--- src/rtl/ip_rewrite_flow_tbl_arb_pkg.sv ---
// Shared IP-rewrite pipe types: lookup tuple plus the flow-table entry and response records.
`ifndef IP_ADDR_W
`define IP_ADDR_W 32
`endif

package ip_rewrite_flow_tbl_arb_pkg;
  localparam int IP_ADDR_W = `IP_ADDR_W;
  localparam int NUM_REQ   = 2;

  typedef struct packed {
    logic [31:0] dst_ip;
    logic [15:0] dst_port;
    logic [15:0] src_port;
  } flow_lookup_tuple;

  localparam int FLOW_LOOKUP_TUPLE_W = $bits(flow_lookup_tuple);

  typedef struct packed {
    logic                 valid;
    flow_lookup_tuple     tuple;
    logic [IP_ADDR_W-1:0] new_addr;
  } flow_tbl_entry;

  typedef struct packed {
    logic                 hit;
    logic [IP_ADDR_W-1:0] addr;
  } flow_tbl_resp;
endpackage

--- src/rtl/ip_rewrite_flow_tbl_arb_if.sv ---
// Flow-table bus: one config write port and two lookup request/response channels.
interface ip_rewrite_flow_tbl_arb_if #(
  parameter int TABLE_DEPTH = 8,
  parameter int IDX_W       = $clog2(TABLE_DEPTH)
);
  import ip_rewrite_flow_tbl_arb_pkg::*;

  logic                 cfg_wr_val;
  logic [IDX_W-1:0]     cfg_wr_idx;
  logic                 cfg_wr_entry_val;
  flow_lookup_tuple     cfg_wr_tuple;
  logic [IP_ADDR_W-1:0] cfg_wr_new_addr;
  logic                 cfg_wr_rdy;

  logic                 req0_val, req1_val;
  flow_lookup_tuple     req0_tuple, req1_tuple;
  logic                 req0_rdy, req1_rdy;

  logic                 resp0_val, resp1_val;
  logic                 resp0_hit, resp1_hit;
  logic [IP_ADDR_W-1:0] resp0_addr, resp1_addr;
  logic                 resp0_rdy, resp1_rdy;

  modport master (
    output cfg_wr_val, cfg_wr_idx, cfg_wr_entry_val, cfg_wr_tuple, cfg_wr_new_addr,
    input  cfg_wr_rdy,
    output req0_val, req0_tuple, req1_val, req1_tuple,
    input  req0_rdy, req1_rdy,
    input  resp0_val, resp0_hit, resp0_addr, resp1_val, resp1_hit, resp1_addr,
    output resp0_rdy, resp1_rdy
  );

  modport slave (
    input  cfg_wr_val, cfg_wr_idx, cfg_wr_entry_val, cfg_wr_tuple, cfg_wr_new_addr,
    output cfg_wr_rdy,
    input  req0_val, req0_tuple, req1_val, req1_tuple,
    output req0_rdy, req1_rdy,
    output resp0_val, resp0_hit, resp0_addr, resp1_val, resp1_hit, resp1_addr,
    input  resp0_rdy, resp1_rdy
  );
endinterface

--- src/rtl/ip_rewrite_flow_tbl_arb_match.sv ---
// Parallel flow-table match: compares key against every valid entry, lowest index wins.
module ip_rewrite_flow_tbl_match
  import ip_rewrite_flow_tbl_arb_pkg::*;
#(
  parameter int TABLE_DEPTH = 8,
  parameter int IDX_W       = $clog2(TABLE_DEPTH)
) (
  input  flow_tbl_entry [TABLE_DEPTH-1:0] entries,
  input  flow_lookup_tuple                key,
  output logic                            hit,
  output logic [IDX_W-1:0]                idx,
  output logic [IP_ADDR_W-1:0]            addr
);
  logic [TABLE_DEPTH-1:0] match;

  for (genvar e = 0; e < TABLE_DEPTH; e++) begin : g_cmp
    assign match[e] = entries[e].valid && (entries[e].tuple == key);
  end

  assign hit = |match;

  // Scan high to low so the lowest matching index is the last one written.
  always_comb begin
    idx  = '0;
    addr = '0;
    for (int e = TABLE_DEPTH-1; e >= 0; e--) begin
      if (match[e]) begin
        idx  = IDX_W'(e);
        addr = entries[e].new_addr;
      end
    end
  end
endmodule

--- src/rtl/ip_rewrite_flow_tbl_arb.sv ---
// Arbitrated IP-rewrite flow table: cfg writes plus two round-robin lookup requesters, one op/cycle.
// Define IP_REWRITE_FLOW_ARB_STATS_EN to add lookup/hit/cfg-write counters.
module ip_rewrite_flow_tbl_arb
  import ip_rewrite_flow_tbl_arb_pkg::*;
#(
  parameter int TABLE_DEPTH = 8,
  parameter int IDX_W       = $clog2(TABLE_DEPTH)
) (
  input  logic                         clk,
  input  logic                         rst,
  ip_rewrite_flow_tbl_arb_if.slave     bus
`ifdef IP_REWRITE_FLOW_ARB_STATS_EN
  ,
  output logic [31:0]                  lookup_cnt,
  output logic [31:0]                  hit_cnt,
  output logic [31:0]                  cfg_wr_cnt
`endif
);
  logic [TABLE_DEPTH-1:0]         tbl_vld;
  flow_lookup_tuple               tbl_tuple [TABLE_DEPTH];
  logic [IP_ADDR_W-1:0]           tbl_addr  [TABLE_DEPTH];
  flow_tbl_entry [TABLE_DEPTH-1:0] entries;

  logic [NUM_REQ-1:0]             req_val, resp_rdy, resp_val, elig, gnt;
  flow_lookup_tuple [NUM_REQ-1:0] req_tuple;
  flow_tbl_resp [NUM_REQ-1:0]     resp;
  flow_lookup_tuple               key;
  logic                           rr, last_cfg, cfg_fire, contend;
  logic                           m_hit;
  logic [IP_ADDR_W-1:0]           m_addr;
  logic [IDX_W-1:0]               m_idx_unused;

  assign req_val   = {bus.req1_val, bus.req0_val};
  assign req_tuple = {bus.req1_tuple, bus.req0_tuple};
  assign resp_rdy  = {bus.resp1_rdy, bus.resp0_rdy};

  // A requester may only win when its single response slot drains this cycle or is empty.
  assign elig    = req_val & (~resp_val | resp_rdy);
  assign contend = &elig;

  assign bus.cfg_wr_rdy = !(last_cfg && |elig);
  assign cfg_fire       = bus.cfg_wr_val && bus.cfg_wr_rdy;

  always_comb begin
    gnt = '0;
    if (!cfg_fire) begin
      if (contend) gnt[rr] = 1'b1;
      else         gnt     = elig;
    end
  end

  assign bus.req0_rdy = gnt[0];
  assign bus.req1_rdy = gnt[1];
  assign key          = gnt[1] ? req_tuple[1] : req_tuple[0];

  always_comb begin
    for (int e = 0; e < TABLE_DEPTH; e++) begin
      entries[e].valid    = tbl_vld[e];
      entries[e].tuple    = tbl_tuple[e];
      entries[e].new_addr = tbl_addr[e];
    end
  end

  // Address comes straight from the encoder; the index output is not needed here.
  ip_rewrite_flow_tbl_match #(.TABLE_DEPTH(TABLE_DEPTH), .IDX_W(IDX_W)) u_match (
    .entries (entries),
    .key     (key),
    .hit     (m_hit),
    .idx     (m_idx_unused),
    .addr    (m_addr)
  );

  always_ff @(posedge clk or posedge rst) begin
    if (rst)           tbl_vld                 <= '0;
    else if (cfg_fire) tbl_vld[bus.cfg_wr_idx] <= bus.cfg_wr_entry_val;
  end

  always_ff @(posedge clk) begin
    if (cfg_fire) begin
      tbl_tuple[bus.cfg_wr_idx] <= bus.cfg_wr_tuple;
      tbl_addr[bus.cfg_wr_idx]  <= bus.cfg_wr_new_addr;
    end
  end

  // rr flips only on contended grants, leaving it pointing at the loser.
  always_ff @(posedge clk or posedge rst) begin
    if (rst) begin
      rr       <= 1'b0;
      last_cfg <= 1'b0;
    end else begin
      last_cfg <= cfg_fire;
      if (contend && !cfg_fire) rr <= ~rr;
    end
  end

  always_ff @(posedge clk or posedge rst) begin
    if (rst) begin
      resp_val <= '0;
      resp     <= '0;
    end else begin
      for (int r = 0; r < NUM_REQ; r++) begin
        if (gnt[r]) begin
          resp_val[r]  <= 1'b1;
          resp[r].hit  <= m_hit;
          resp[r].addr <= m_addr;
        end else if (resp_rdy[r]) begin
          resp_val[r]  <= 1'b0;
        end
      end
    end
  end

  assign bus.resp0_val  = resp_val[0];
  assign bus.resp0_hit  = resp[0].hit;
  assign bus.resp0_addr = resp[0].addr;
  assign bus.resp1_val  = resp_val[1];
  assign bus.resp1_hit  = resp[1].hit;
  assign bus.resp1_addr = resp[1].addr;

`ifdef IP_REWRITE_FLOW_ARB_STATS_EN
  always_ff @(posedge clk or posedge rst) begin
    if (rst) begin
      lookup_cnt <= '0;
      hit_cnt    <= '0;
      cfg_wr_cnt <= '0;
    end else begin
      if (|gnt)          lookup_cnt <= lookup_cnt + 32'd1;
      if (|gnt && m_hit) hit_cnt    <= hit_cnt + 32'd1;
      if (cfg_fire)      cfg_wr_cnt <= cfg_wr_cnt + 32'd1;
    end
  end
`endif
endmodule
--- src/flat_wrapper.sv ---
// flat-port wrapper written by rule: the top's interface ports become plain ports
module ip_rewrite_flow_tbl_arb_flat import ip_rewrite_flow_tbl_arb_pkg::*;
#(
  parameter int TABLE_DEPTH = 8,
  parameter int IDX_W       = $clog2(TABLE_DEPTH)
)
  (clk, rst, bus_cfg_wr_val, bus_cfg_wr_idx, bus_cfg_wr_entry_val, bus_cfg_wr_tuple, bus_cfg_wr_new_addr, bus_cfg_wr_rdy, bus_req0_val, bus_req0_tuple, bus_req1_val, bus_req1_tuple, bus_req0_rdy, bus_req1_rdy, bus_resp0_val, bus_resp0_hit, bus_resp0_addr, bus_resp1_val, bus_resp1_hit, bus_resp1_addr, bus_resp0_rdy, bus_resp1_rdy);
  ip_rewrite_flow_tbl_arb_if #(.TABLE_DEPTH(TABLE_DEPTH), .IDX_W(IDX_W)) bus_i ();
  input  logic clk;
  input  logic rst;
  input wire logic [$bits(bus_i.cfg_wr_val)-1:0] bus_cfg_wr_val;
  input wire logic [$bits(bus_i.cfg_wr_idx)-1:0] bus_cfg_wr_idx;
  input wire logic [$bits(bus_i.cfg_wr_entry_val)-1:0] bus_cfg_wr_entry_val;
  input wire logic [$bits(bus_i.cfg_wr_tuple)-1:0] bus_cfg_wr_tuple;
  input wire logic [$bits(bus_i.cfg_wr_new_addr)-1:0] bus_cfg_wr_new_addr;
  output wire logic [$bits(bus_i.cfg_wr_rdy)-1:0] bus_cfg_wr_rdy;
  input wire logic [$bits(bus_i.req0_val)-1:0] bus_req0_val;
  input wire logic [$bits(bus_i.req0_tuple)-1:0] bus_req0_tuple;
  input wire logic [$bits(bus_i.req1_val)-1:0] bus_req1_val;
  input wire logic [$bits(bus_i.req1_tuple)-1:0] bus_req1_tuple;
  output wire logic [$bits(bus_i.req0_rdy)-1:0] bus_req0_rdy;
  output wire logic [$bits(bus_i.req1_rdy)-1:0] bus_req1_rdy;
  output wire logic [$bits(bus_i.resp0_val)-1:0] bus_resp0_val;
  output wire logic [$bits(bus_i.resp0_hit)-1:0] bus_resp0_hit;
  output wire logic [$bits(bus_i.resp0_addr)-1:0] bus_resp0_addr;
  output wire logic [$bits(bus_i.resp1_val)-1:0] bus_resp1_val;
  output wire logic [$bits(bus_i.resp1_hit)-1:0] bus_resp1_hit;
  output wire logic [$bits(bus_i.resp1_addr)-1:0] bus_resp1_addr;
  input wire logic [$bits(bus_i.resp0_rdy)-1:0] bus_resp0_rdy;
  input wire logic [$bits(bus_i.resp1_rdy)-1:0] bus_resp1_rdy;
  assign bus_i.cfg_wr_val = bus_cfg_wr_val;
  assign bus_i.cfg_wr_idx = bus_cfg_wr_idx;
  assign bus_i.cfg_wr_entry_val = bus_cfg_wr_entry_val;
  assign bus_i.cfg_wr_tuple = bus_cfg_wr_tuple;
  assign bus_i.cfg_wr_new_addr = bus_cfg_wr_new_addr;
  assign bus_cfg_wr_rdy = bus_i.cfg_wr_rdy;
  assign bus_i.req0_val = bus_req0_val;
  assign bus_i.req0_tuple = bus_req0_tuple;
  assign bus_i.req1_val = bus_req1_val;
  assign bus_i.req1_tuple = bus_req1_tuple;
  assign bus_req0_rdy = bus_i.req0_rdy;
  assign bus_req1_rdy = bus_i.req1_rdy;
  assign bus_resp0_val = bus_i.resp0_val;
  assign bus_resp0_hit = bus_i.resp0_hit;
  assign bus_resp0_addr = bus_i.resp0_addr;
  assign bus_resp1_val = bus_i.resp1_val;
  assign bus_resp1_hit = bus_i.resp1_hit;
  assign bus_resp1_addr = bus_i.resp1_addr;
  assign bus_i.resp0_rdy = bus_resp0_rdy;
  assign bus_i.resp1_rdy = bus_resp1_rdy;
  ip_rewrite_flow_tbl_arb #(.TABLE_DEPTH(TABLE_DEPTH), .IDX_W(IDX_W)) u_core (.clk(clk), .rst(rst), .bus(bus_i));
endmodule
--- config.mk ---
export PLATFORM = sky130hd
export DESIGN_NAME = ip_rewrite_flow_tbl_arb_flat
export DESIGN_NICKNAME = d
export VERILOG_FILES = /design/src/rtl/ip_rewrite_flow_tbl_arb_pkg.sv /design/src/rtl/ip_rewrite_flow_tbl_arb_if.sv /design/src/rtl/ip_rewrite_flow_tbl_arb_match.sv /design/src/rtl/ip_rewrite_flow_tbl_arb.sv /design/src/flat_wrapper.sv
export SDC_FILE = /design/constraint.sdc
export NUM_CORES = 1
export LEC_CHECK = 0
export ABC_AREA = 1
export BUFFER_PORTS_ARGS = -buffer_cell sky130_fd_sc_hd__buf_2
export CORE_AREA = 2 2 281 283
export DETAILED_ROUTE_END_ITERATION = 10
export DIE_AREA = 0 0 283 285
export GPL_ROUTABILITY_DRIVEN = 0
export GPL_TIMING_DRIVEN = 0
export MAX_ROUTING_LAYER = met4
export PLACE_DENSITY_LB_ADDON = 0.15
export SYNTH_ARGS = -nofsm -noshare
export SYNTH_HDL_FRONTEND = slang
export SYNTH_SLANG_ARGS = --single-unit
--- constraint.sdc ---
create_clock -name clk -period 9.7 [get_ports clk]
set_clock_uncertainty 0.05 [all_clocks]
set_input_delay 0.485 -clock clk [delete_from_list [all_inputs] [get_ports clk]]
set_output_delay 0.485 -clock clk [all_outputs]
set_load 0.02 [all_outputs]
# After elaboration in Yosys (flattened, before gate mapping)

Memories as Yosys holds them, arrays and structs flattened.
Cells that the tools add are included.

Memories: 2
Bits of input ports: 235
Output and inout bits: 71
RAM bits: 768
Flip-flop bits (word level): 78

Reduce and logical (&&, ||, !) cells: 20
Equality and inequality tests: 8
Bitwise gates (word level): 4
$lt $le $gt $ge: 4
Multiplexer cells: 22

Memories:

| name             | depth | bits a word | rd ports | clocked after Yosys merged registers in | write ports | line                          | source |
|---|---|---|---|---|---|---|---|
| u_core.tbl_tuple | 8     | 64          | 8        | 0                                       | 1           | ip_rewrite_flow_tbl_arb.sv:20 | `flow_lookup_tuple tbl_tuple [TABLE_DEPTH];` |
| u_core.tbl_addr  | 8     | 32          | 8        | 0                                       | 1           | ip_rewrite_flow_tbl_arb.sv:21 | `logic [IP_ADDR_W-1:0] tbl_addr [TABLE_DEPTH];` |

Operator list:

| cell               | number |
|---|---|
| $eq 64x64->1       | 8 |
| $mux 32            | 8 |
| $mux 64            | 1 |
| $logic_and 1x1->1  | 13 |
| $bwmux 8           | 1 |
| $mux 1             | 8 |
| $reduce_or 8->1    | 1 |
| $lt 3x4->1 const B | 1 |
| $mux 2             | 2 |
| $reduce_bool 2->1  | 2 |
| $demux 1 s3        | 1 |
| $ge 3x1->1 const B | 1 |
| $and 2x2->2        | 1 |
| $logic_not 1->1    | 2 |
| $lt 1x2->1 const B | 1 |
| $not 2->2          | 1 |
| $or 2x2->2         | 1 |
| $reduce_and 2->1   | 1 |
| $reduce_or 2->1    | 1 |
| $demux 1 s1        | 1 |
| $ge 1x1->1 const B | 1 |
| $not 1->1          | 1 |

# Depth between registers and ports, before layout

Gate-level depths: netlist (run 1).

Word-level depth: 19
Depth in mapped cells: 32
Depth with buffers taken out: 29

# Modules after synthesis

A second synthesis (run 1) with hierarchy kept.

Cell total of the unflattened synthesis: 3483
Area total of the unflattened synthesis: 37641.1 µm²

By module, submodules not included:

| module                    | times used | cells each | area an instance (µm²) | seq. area each (µm²) |
|---|---|---|---|---|
| ip_rewrite_flow_tbl_arb   | 1          | 1365       | 27335.0                | 25014.0 |
| ip_rewrite_flow_tbl_match | 1          | 2118       | 10306.1                | 0.0 |

# Worst setup path before layout (run 1)

OpenSTA, ideal clock, no wires.

Path kind: input -> register
Start point: in bus_resp0_rdy
End point: mem u_core.tbl_addr[2][0] in the netlist's numbering, enable pin
Buffers on the path: 3
Path slack: 1.002 ns
Data required time: 8.976 ns
Stages on the path: 10
Library setup time: 0.674 ns
Arrival time: 7.974 ns
Path through: inv_1 > nand2_1 > nand2_2 > nand2_1 > nand2_2 > nand2_4 > buf_6 > buf_6 > buf_4 > nor3_1

Cells in the longest elaborated chain, start to end: 8

RTL lines:

| what                         | line                          | source |
|---|---|---|
| from (decl)                  | flat_wrapper.sv:29            | `input wire logic [$bits(bus_i.resp0_rdy)-1:0] bus_resp0_rdy;` |
| $or 2x2->2                   | ip_rewrite_flow_tbl_arb.sv:38 | `assign elig = req_val & (~resp_val \| resp_rdy);` |
| $and 2x2->2                  | ip_rewrite_flow_tbl_arb.sv:38 |  |
| $reduce_or 2->1              | ip_rewrite_flow_tbl_arb.sv:41 | `assign bus.cfg_wr_rdy = !(last_cfg && \|elig);` |
| $logic_and 1x1->1            | ip_rewrite_flow_tbl_arb.sv:41 |  |
| $logic_not 1->1              | ip_rewrite_flow_tbl_arb.sv:41 |  |
| named net bus_cfg_wr_rdy     | flat_wrapper.sv:16            | `output wire logic [$bits(bus_i.cfg_wr_rdy)-1:0] bus_cfg_wr_rdy;` |
| $logic_and 1x1->1            | ip_rewrite_flow_tbl_arb.sv:42 | `assign cfg_fire = bus.cfg_wr_val && bus.cfg_wr_rdy;` |
| $mux 1                       | ip_rewrite_flow_tbl_arb.sv:79 | `if (cfg_fire) begin` |
| $mux 1 (not written as such) | ip_rewrite_flow_tbl_arb.sv:81 | `tbl_addr[bus.cfg_wr_idx] <= bus.cfg_wr_new_addr;` |
| to (decl)                    | ip_rewrite_flow_tbl_arb.sv:21 |  |

The timed path passes the listed nets, and every way through them passes these cells.

# Worst setup path after layout (run 1)

Start point: reg u_core.resp_val[1]
End point: reg u_core.resp (netlist bit u_core.bus.resp0_addr[4])

Cells in the longest elaborated chain, start to end: 19
Elaborated cells on any way between the ends: 35

RTL lines:

| what                              | line                                | source |
|---|---|---|
| from (decl)                       | ip_rewrite_flow_tbl_arb.sv:24       | `logic [NUM_REQ-1:0] req_val, resp_rdy, resp_val, elig, gnt;` |
| from (signal assigned)            | ip_rewrite_flow_tbl_arb.sv:98       | `resp_val <= '0;` |
| from (signal, indexed assignment) | ip_rewrite_flow_tbl_arb.sv:103      | `resp_val[r] <= 1'b1;` |
| from (signal, indexed assignment) | ip_rewrite_flow_tbl_arb.sv:107      | `resp_val[r] <= 1'b0;` |
| $not 2->2 *                       | ip_rewrite_flow_tbl_arb.sv:38       |  |
| $or 2x2->2 *                      | ip_rewrite_flow_tbl_arb.sv:38       |  |
| $and 2x2->2 *                     | ip_rewrite_flow_tbl_arb.sv:38       |  |
| $reduce_or 2->1                   | ip_rewrite_flow_tbl_arb.sv:41       |  |
| $logic_and 1x1->1                 | ip_rewrite_flow_tbl_arb.sv:41       |  |
| $logic_not 1->1                   | ip_rewrite_flow_tbl_arb.sv:41       |  |
| $logic_and 1x1->1                 | ip_rewrite_flow_tbl_arb.sv:42       |  |
| $mux 2 *                          | ip_rewrite_flow_tbl_arb.sv:46       | `if (!cfg_fire) begin` |
| $mux 64                           | ip_rewrite_flow_tbl_arb.sv:54       | `assign key = gnt[1] ? req_tuple[1] : req_tuple[0];` |
| $eq 64x64->1                      | ip_rewrite_flow_tbl_arb_match.sv:17 | `assign match[e] = entries[e].valid && (entries[e].tuple == key);` |
| $logic_and 1x1->1                 | ip_rewrite_flow_tbl_arb_match.sv:17 |  |
| $mux 32 (8 in a row)              | ip_rewrite_flow_tbl_arb_match.sv:27 | `if (match[e]) begin` |
| to (decl)                         | ip_rewrite_flow_tbl_arb.sv:26       | `flow_tbl_resp [NUM_REQ-1:0] resp;` |

Every way passes the cells marked *; elsewhere a longest branch is shown, timed or not.
A chain may end at the register's enable or synchronous reset.

==> results of run 1 <==
worst max-delay path, stage by stage (launching register included):
cell and delay [ns]:
dfrtp_1 0.37, nand2_1 0.09, nand2_1 0.17, nand2_1 0.13, nand2_2 0.09, nand2_4 0.14
nand2_4 0.10, buf_6 0.20, inv_1 0.47, nand2_1 0.11, nand2_1 0.50, xor2_1 0.14
nor4_1 0.83, nand4_1 0.29, nor2_1 0.17, nand3_1 0.37, inv_2 0.34, buf_2 0.29
nor2_1 0.06, nand2_1 0.10, nand3_1 0.09, nand2_1 0.09, inv_1 0.04
cell usage in the layout, fill, tap and decap left out, drive strengths merged, types with 69 or more instances in the layout:
cell type / Yosys / layout
buf: 102 / 455
edfxtp: 768 / 768
nor2: 492 / 492
nand2: 1378 / 1378
xor2: 79 / 79
nand3: 223 / 223
inv: 380 / 382
xnor2: 69 / 69
dfrtp: 78 / 78
o21ai: 139 / 139
clkbuf: 17 / 143
cell type report:
type / instances / area [um^2]
fill: 6686 / 32500
buffer: 119 / 718.2
clock buffer: 126 / 2480
antenna: 10 / 25.02
timing repair buffer: 354 / 2162
sequential: 846 / 25010
multi-input combinational: 2644 / 12050
tap: 1050 / 1314
clock inverter: 34 / 256.5
inverter: 380 / 1449
registers in the layout, indices dropped and copies added (netlist names):
name and cells:
u_core.resp_val 2, u_core.rr 1, u_core.tbl_addr 256, u_core.last_cfg 1, u_core.bus.resp0_hit 1, u_core.bus.resp1_addr 32
u_core.bus.resp0_addr 32, u_core.tbl_vld 8, u_core.tbl_tuple 512, u_core.bus.resp1_hit 1
layer usage:
metal / routed length, um / GRT usage [%] / up-vias
met2: 61060 / 51.08 / 2276
met4: 8310 / 17.65 / 0
li1: - / - / 13996
met5: 0 / - / -
met1: 56480 / 50.22 / 15044
met3: 21660 / 11.23 / 356
worst paths after layout:
check | depth (start not counted) | end | slack [ns] | start
worst max-delay path | 22 | u_core.bus.resp0_addr[4] | 4.34 | u_core.resp_val[1]
min in group asynchronous | 3 | u_core.bus.resp1_addr[23] | 0.28 | rst
worst min-delay path | 4 | u_core.resp_val[1] | 0.04 | bus_resp1_rdy
max in group asynchronous | 4 | u_core.bus.resp0_addr[13] | 8.68 | rst
worst min register to register | 1 | u_core.tbl_vld[2] | 0.45 | u_core.tbl_vld[2]
worst max register to register | 22 | u_core.bus.resp0_addr[4] | 4.34 | u_core.resp_val[1]
where the power goes:
group          leakage, nW  total, mW  internal (mW)  switching, mW
clock network         1.33       3.29           1.84           1.45
logic                 10.4       1.98          0.533           1.45
registers             7.89       4.25           4.17         0.0855
logic make-up after synthesis:
family,Yosys count
AOI/OAI and AO/OA,217
xor gates and xnor gates,148
DFF,846
and+or+nand+nor,2279
buffers and inverters,499
metrics by stage:
stage          TNS [ns]  power (mW)  hold slack, ns
6_report              0       9.525         0.04478
5_1_grt               0       9.755         0.05988
4_1_cts               0       9.432         0.02094
3_5_place_dp          0       6.215          0.4088
3_3_place_gp   -1904.95       6.198          0.4258
2_1_floorplan         0       5.347          0.3968
==> summary.md, run 1 <==
| Metric | Value |
|---|---|
| Layout cells sized above 1 | 15.43% |
| Final max-slew violation count | 0 |
| Iteration count of the initial detailed-routing pass | 8 |
| Global-route wire length before repair | 203.8 mm |
| Commonest cells post-synth | nand2_1 (1348), edfxtp_1 (768), nor2_1 (488) |
| Syn_area_per_cell | 9.823 um^2 |
| Final hold vios | 0 |
| Area leader, netlist | edfxtp_1 |
| CORE AREA | 77970 um^2 |
| GR Util All Layers | 37.13% |
| Crit path kind | reg -> reg |
| Net count of the finished layout | 4670 |
| Synth warn | 0 |
| Part of the Yosys area used for sequential elements | 63.84% |
| CTS tree | built |
| Routed len/inst | 26.52 um |
| Routed via count | 31672 |
| Outcome | complete, no violations |
| Top cells by area, synth | edfxtp_1 (59%), nand2_1 (13%), dfrtp_1 (5.0%) |
| Slew @ Worst Pin | 1.388 ns |
| Post-Syn Nets | 4224 |
| Clock sinks | 846 |
| Setup Buffers After CTS | 0 |
| Post-cts resize count | 0 |
| Async SR Flop Fraction | 9.220% |
| FF+latch count, synth | 846 |
| Die Ht | 285 um |
| Routed Antenna Nets | 0 |
| Final period utilization | 55.28% |
| Root Driver | clkbuf_16 |
| Final setup violation count | 0 |
| Area grow syn2layout | 16.03% |
| RSZ-0062 raised after global routing | false |
| Vias per cell | 5.693 |
| Clk buf depth | 3 |
| Maximum clock rate | 186.5 MHz |
| Total Die Area | 80660 um^2 |
| Combinational family with the most area after synthesis | simple AND/OR/NAND/NOR gates |
| Synthesized netlist cell count | 3989 |
| Synth unique cells | 41 |
| Initial Util | 50.26% |
| Largest net degree at the start of global routing | 78 |
| Clock-pin slew on the worst setup and hold paths | 0.06 ns |
| H-tree levels | 3 |
| Crit end category | register |
| Gr ovfl total | 0 |
| Post-Synth XOR/XNOR Area | 3.308% |
| Ys flop type | edfxtp_1 |
| Worst-path fanout max | 10 |
| Hold WC Path Type | in -> reg |
| HPWL Detailed | 107.5 mm |
| Power per cell area | 209.5 nW/um^2 |
| Leak pwr | 19.65 nW |
| Initial DRC Count | 5149 |
| IO Pins | 306 |
| Clock latency on the worst-skew pair | 0.66 ns |
| CP Data Arrival Time | 5.86 ns |
| VDD IR max | 0.0001318 V |
| Max_cap viols | 0 |
| Dpl cell area | 42690 um^2 |
| Post-synthesis simple-gate area fraction | 24.21% |
| Final Instance Count excl. Fillers | 5563 |
| Port Buffers | 305 |
| EDFF count, synth | 768 |
| Max_slew headroom | 7.434% |
| Critical Path RT | 10.20 ns |
| Initial antenna violation count | 13 |
| Dpl ws | 4.390 ns |
| Vias in the first global route | 28718 |
| CTS Hold Bufs | 1 |
| Dpl cells | 5392 |
| Post-route cell area | 45460 um^2 |
| DRC violations left | 0 |
| Row cnt | 103 |
| Mux contribution to synthesized area | 0% |
| Final min period | 5.362 ns |
| Most frequent cell after synthesis | nand2_1 |
| Complex-gate fraction of the synthesized area | 3.174% |
| Chip width | 283 um |
| Post-layout util | 58.31% |
| CP Launch Type | register |
| Mapped cell area | 39180 um^2 |
| TritonCTS buffer count | 90 |
| Post-Synth Adder-Cell Area | 0% |
| Final worst slack | 4.338 ns |
| Yosys top cell area share | 58.86% |
| Post-Route WL | 147.5 mm |
Power figures use the tool's default switching activity.
==> run 2, diff against run 1 <==
==> constraint.sdc (replaced) <==
create_clock -name clk -period 4.75 [get_ports clk]
set_clock_uncertainty 0.05 [all_clocks]
set_input_delay 0.2375 -clock clk [delete_from_list [all_inputs] [get_ports clk]]
set_output_delay 0.2375 -clock clk [all_outputs]
set_load 0.02 [all_outputs]
==> run 2 against run 1 <==
Against the previous run: sequential power is 100% higher; non-clock buffer count is 84 higher; setup slack worse by 4.2 ns; via count is 1.4% higher; register-to-register slack worse by 4.2 ns; flip-flop and latch count stayed put; routed wire length is 0.93% higher; final cell count is 1.6% higher; clock-buffer cell count is 9 lower; die area stayed put; final area is 3.5% higher; hold slack worse by 0.028 ns.
==> summary.md, run 2 (synthesized netlist as in run 1, its figures left out) <==
| Metric | Value |
|---|---|
| CP startpoint | u_core.resp_val[1] |
| CP Data Arrival Time | 5.07 ns |
| Port Buffers | 305 |
| Dpl cells | 5375 |
| Max_cap viols | 0 |
| Worst path depth | 29 |
| Global-route wire length before repair | 207.5 mm |
| Leak pwr | 20.22 nW |
| Biggest register | u_core.tbl_tuple |
| Critical Path RT | 5.25 ns |
| Row cnt | 103 |
| Routed via count | 32115 |
| Final period utilization | 96.40% |
| HPWL Detailed | 107.5 mm |
| Maximum clock rate | 218.4 MHz |
| Buf+Inv Stages, Crit Path | 4 |
| CTS tree | built |
| Largest registers | u_core.tbl_tuple: 512 flops, u_core.tbl_addr: 256 flops |
| Largest net degree at the start of global routing | 65 |
| Vias in the first global route | 29637 |
| Post-route cell area | 47050 um^2 |
| Initial DRC Count | 5313 |
| Crit path kind | reg -> reg |
| Switching part of the total | 31.30% |
| Largest register FFs | 512 |
| Layout cells sized above 1 | 16.02% |
| RR Startpoint | u_core.resp_val[1] |
| Area grow syn2layout | 20.07% |
| VDD IR max | 0.0002964 V |
| Reg2reg path depth | 29 |
| Final Instance Count excl. Fillers | 5653 |
| Clock latency on the worst-skew pair | 0.66 ns |
| Hold WC Path Type | in -> reg |
| IO Pins | 306 |
| Clock-pin slew on the worst setup and hold paths | 0.06 ns |
| Worst-path fanout max | 10 |
| Iteration count of the initial detailed-routing pass | 8 |
| Multi-input logic area | 12280 um^2 |
| Final max-slew violation count | 0 |
| Worst path top cell family by delay | simple AND/OR/NAND/NOR gates |
| Final hold vios | 0 |
| Most common cell after layout, fill and taps aside | nand2_1 |
| DR WL met2 | 61.47 mm |
| Gr ovfl total | 0 |
| Post-layout util | 60.34% |
| Total Die Area | 80660 um^2 |
| Net count of the finished layout | 4754 |
| Chip width | 283 um |
| Wl on met1 | 55.75 mm |
| Worst R2R End | u_core.bus.resp0_addr[2] |
| Routed Antenna Nets | 0 |
| Fill cell count | 6548 |
| Final setup violation count | 0 |
| CP Launch Type | register |
| TritonCTS buffer count | 90 |
| Slew @ Worst Pin | 0.8615 ns |
| Initial Util | 50.26% |
| Flop pwr share | 43.5% |
| Clk buf depth | 3 |
| Comb pwr share | 21.1% |
| Internal power | 13.70 mW |
| Clock group share of total power | 35.4% |
| GR Util All Layers | 37.56% |
| Clock sinks | 846 |
| Sum Neg Setup Slack | 0 ns |
| Psw | 6.243 mW |
| Storage element area | 25010 um^2 |
| Power per cell area | 424.0 nW/um^2 |
| Final worst slack | 0.1708 ns |
| DR WL met3 | 22.88 mm |
| R2r setup slk | 0.17 ns |
| Most frequent cells in the layout | nand2_1 (1336), edfxtp_1 (768), nor2_1 (470) |
| Final min period | 4.579 ns |
| Die Ht | 285 um |
| Dpl cell area | 42820 um^2 |
| Routed len/inst | 26.34 um |
| Post-Route WL | 148.9 mm |
| Slowest CP cell | dfrtp_1 |
| Outcome | complete, no violations |
| CP endpoint | u_core.bus.resp0_addr[2] |
| CP peak stage delay | 0.37 ns |
| CORE AREA | 77970 um^2 |
| Max_slew headroom | 42.38% |
| Top Metal Used | met4 |
| RSZ-0062 raised after global routing | true |
| Dpl ws | -0.3845 ns |
| DRC violations left | 0 |
| Crit end category | register |
| Root Driver | clkbuf_16 |
| Initial antenna violation count | 15 |
| Worst path most repeated cell | nand2_1 |
| Vias per cell | 5.681 |
| H-tree levels | 3 |
## run 2: changes by cell type in the layout (fill, tap and decap cells not counted), moves of 10 or more
| cell | change |
|---|---|
| dlygate4sd3_1 | +100 |
| buf_6 | -30 |
| buf_16 | +16 |
| clkbuf_1 | -10 |
| nand2_1 | -12 |
| nor2_1 | -18 |
| clkbuf_4 | +12 |
| nor2_2 | +14 |
| buf_2 | -17 |
## run 2: worst reg2reg max path, delay by kind of cell (launching register included)
family | cells | cell delay, ns
buf+inv | 4 | 0.76
flops | 1 | 0.37
simple gates | 25 | 3.32
## run 2: final cells by class
| type | instances | area share (%) |
|---|---|---|
| Sequential cell | 846 | 53.17 |
| Timing Repair Buffer | 438 | 6.957 |
| Tap cell | 1050 | 2.792 |
| Clock inverter | 51 | 1.037 |
| Antenna cell | 8 | 0.04255 |
| Clock buffer | 117 | 5.109 |
| Inverter | 380 | 3.088 |
| Multi-Input combinational cell | 2644 | 26.10 |
| Buffer | 119 | 1.705 |
## run 2: through the flow
step | total power, mW | hold WS, ns
global placement | 12.64 | 0.4298
finish | 19.95 | 0.01632
floorplan | 10.91 | 0.2864
global route | 20.43 | 0.005608
CTS | 19.71 | 0.002322
detailed placement | 12.70 | 0.1624
## run 2: worst min-delay path by stage
stage                                 startpoint                        end  slack [ns]  cells past startpoint
final                       bus_cfg_wr_tuple[30]    u_core.tbl_tuple[0][30]        0.02                      1
after floorplan           bus_cfg_wr_new_addr[0]      u_core.tbl_addr[0][0]        0.29                      0
after CTS                   bus_cfg_wr_tuple[30]    u_core.tbl_tuple[0][30]       0.002                      1
after global routing        bus_cfg_wr_tuple[30]    u_core.tbl_tuple[1][30]       0.006                      1
after detailed placement                     rst  u_core.bus.resp1_addr[23]        0.16                      2
after global placement         u_core.tbl_vld[2]          u_core.tbl_vld[2]        0.43                      1
## run 2: per-layer routing
metal | vias up | track usage [%]
li1 | 14183 | -
met1 | 15136 | 49.38
met2 | 2396 | 51.23
met3 | 400 | 12.75
met4 | 0 | 20.00
met5 | - | -
## run 2: power by group through the flow
stage	sequential, mW	combinational (mW)	clock [mW]
floorplan	9.10	1.82	0
global placement	8.85	3.79	0
detailed placement	8.83	3.87	0
CTS	8.68	3.97	7.06
global route	8.71	4.36	7.36
finish	8.68	4.20	7.07
## run 2: repair_timing
action,in CTS,in global routing
endpoints found under the setup margin,66,66
hold endpoints to repair,843,0
pin swaps,0,2
gates resized for setup,18,70
hold buffers,101,0
buffers inserted,1,0
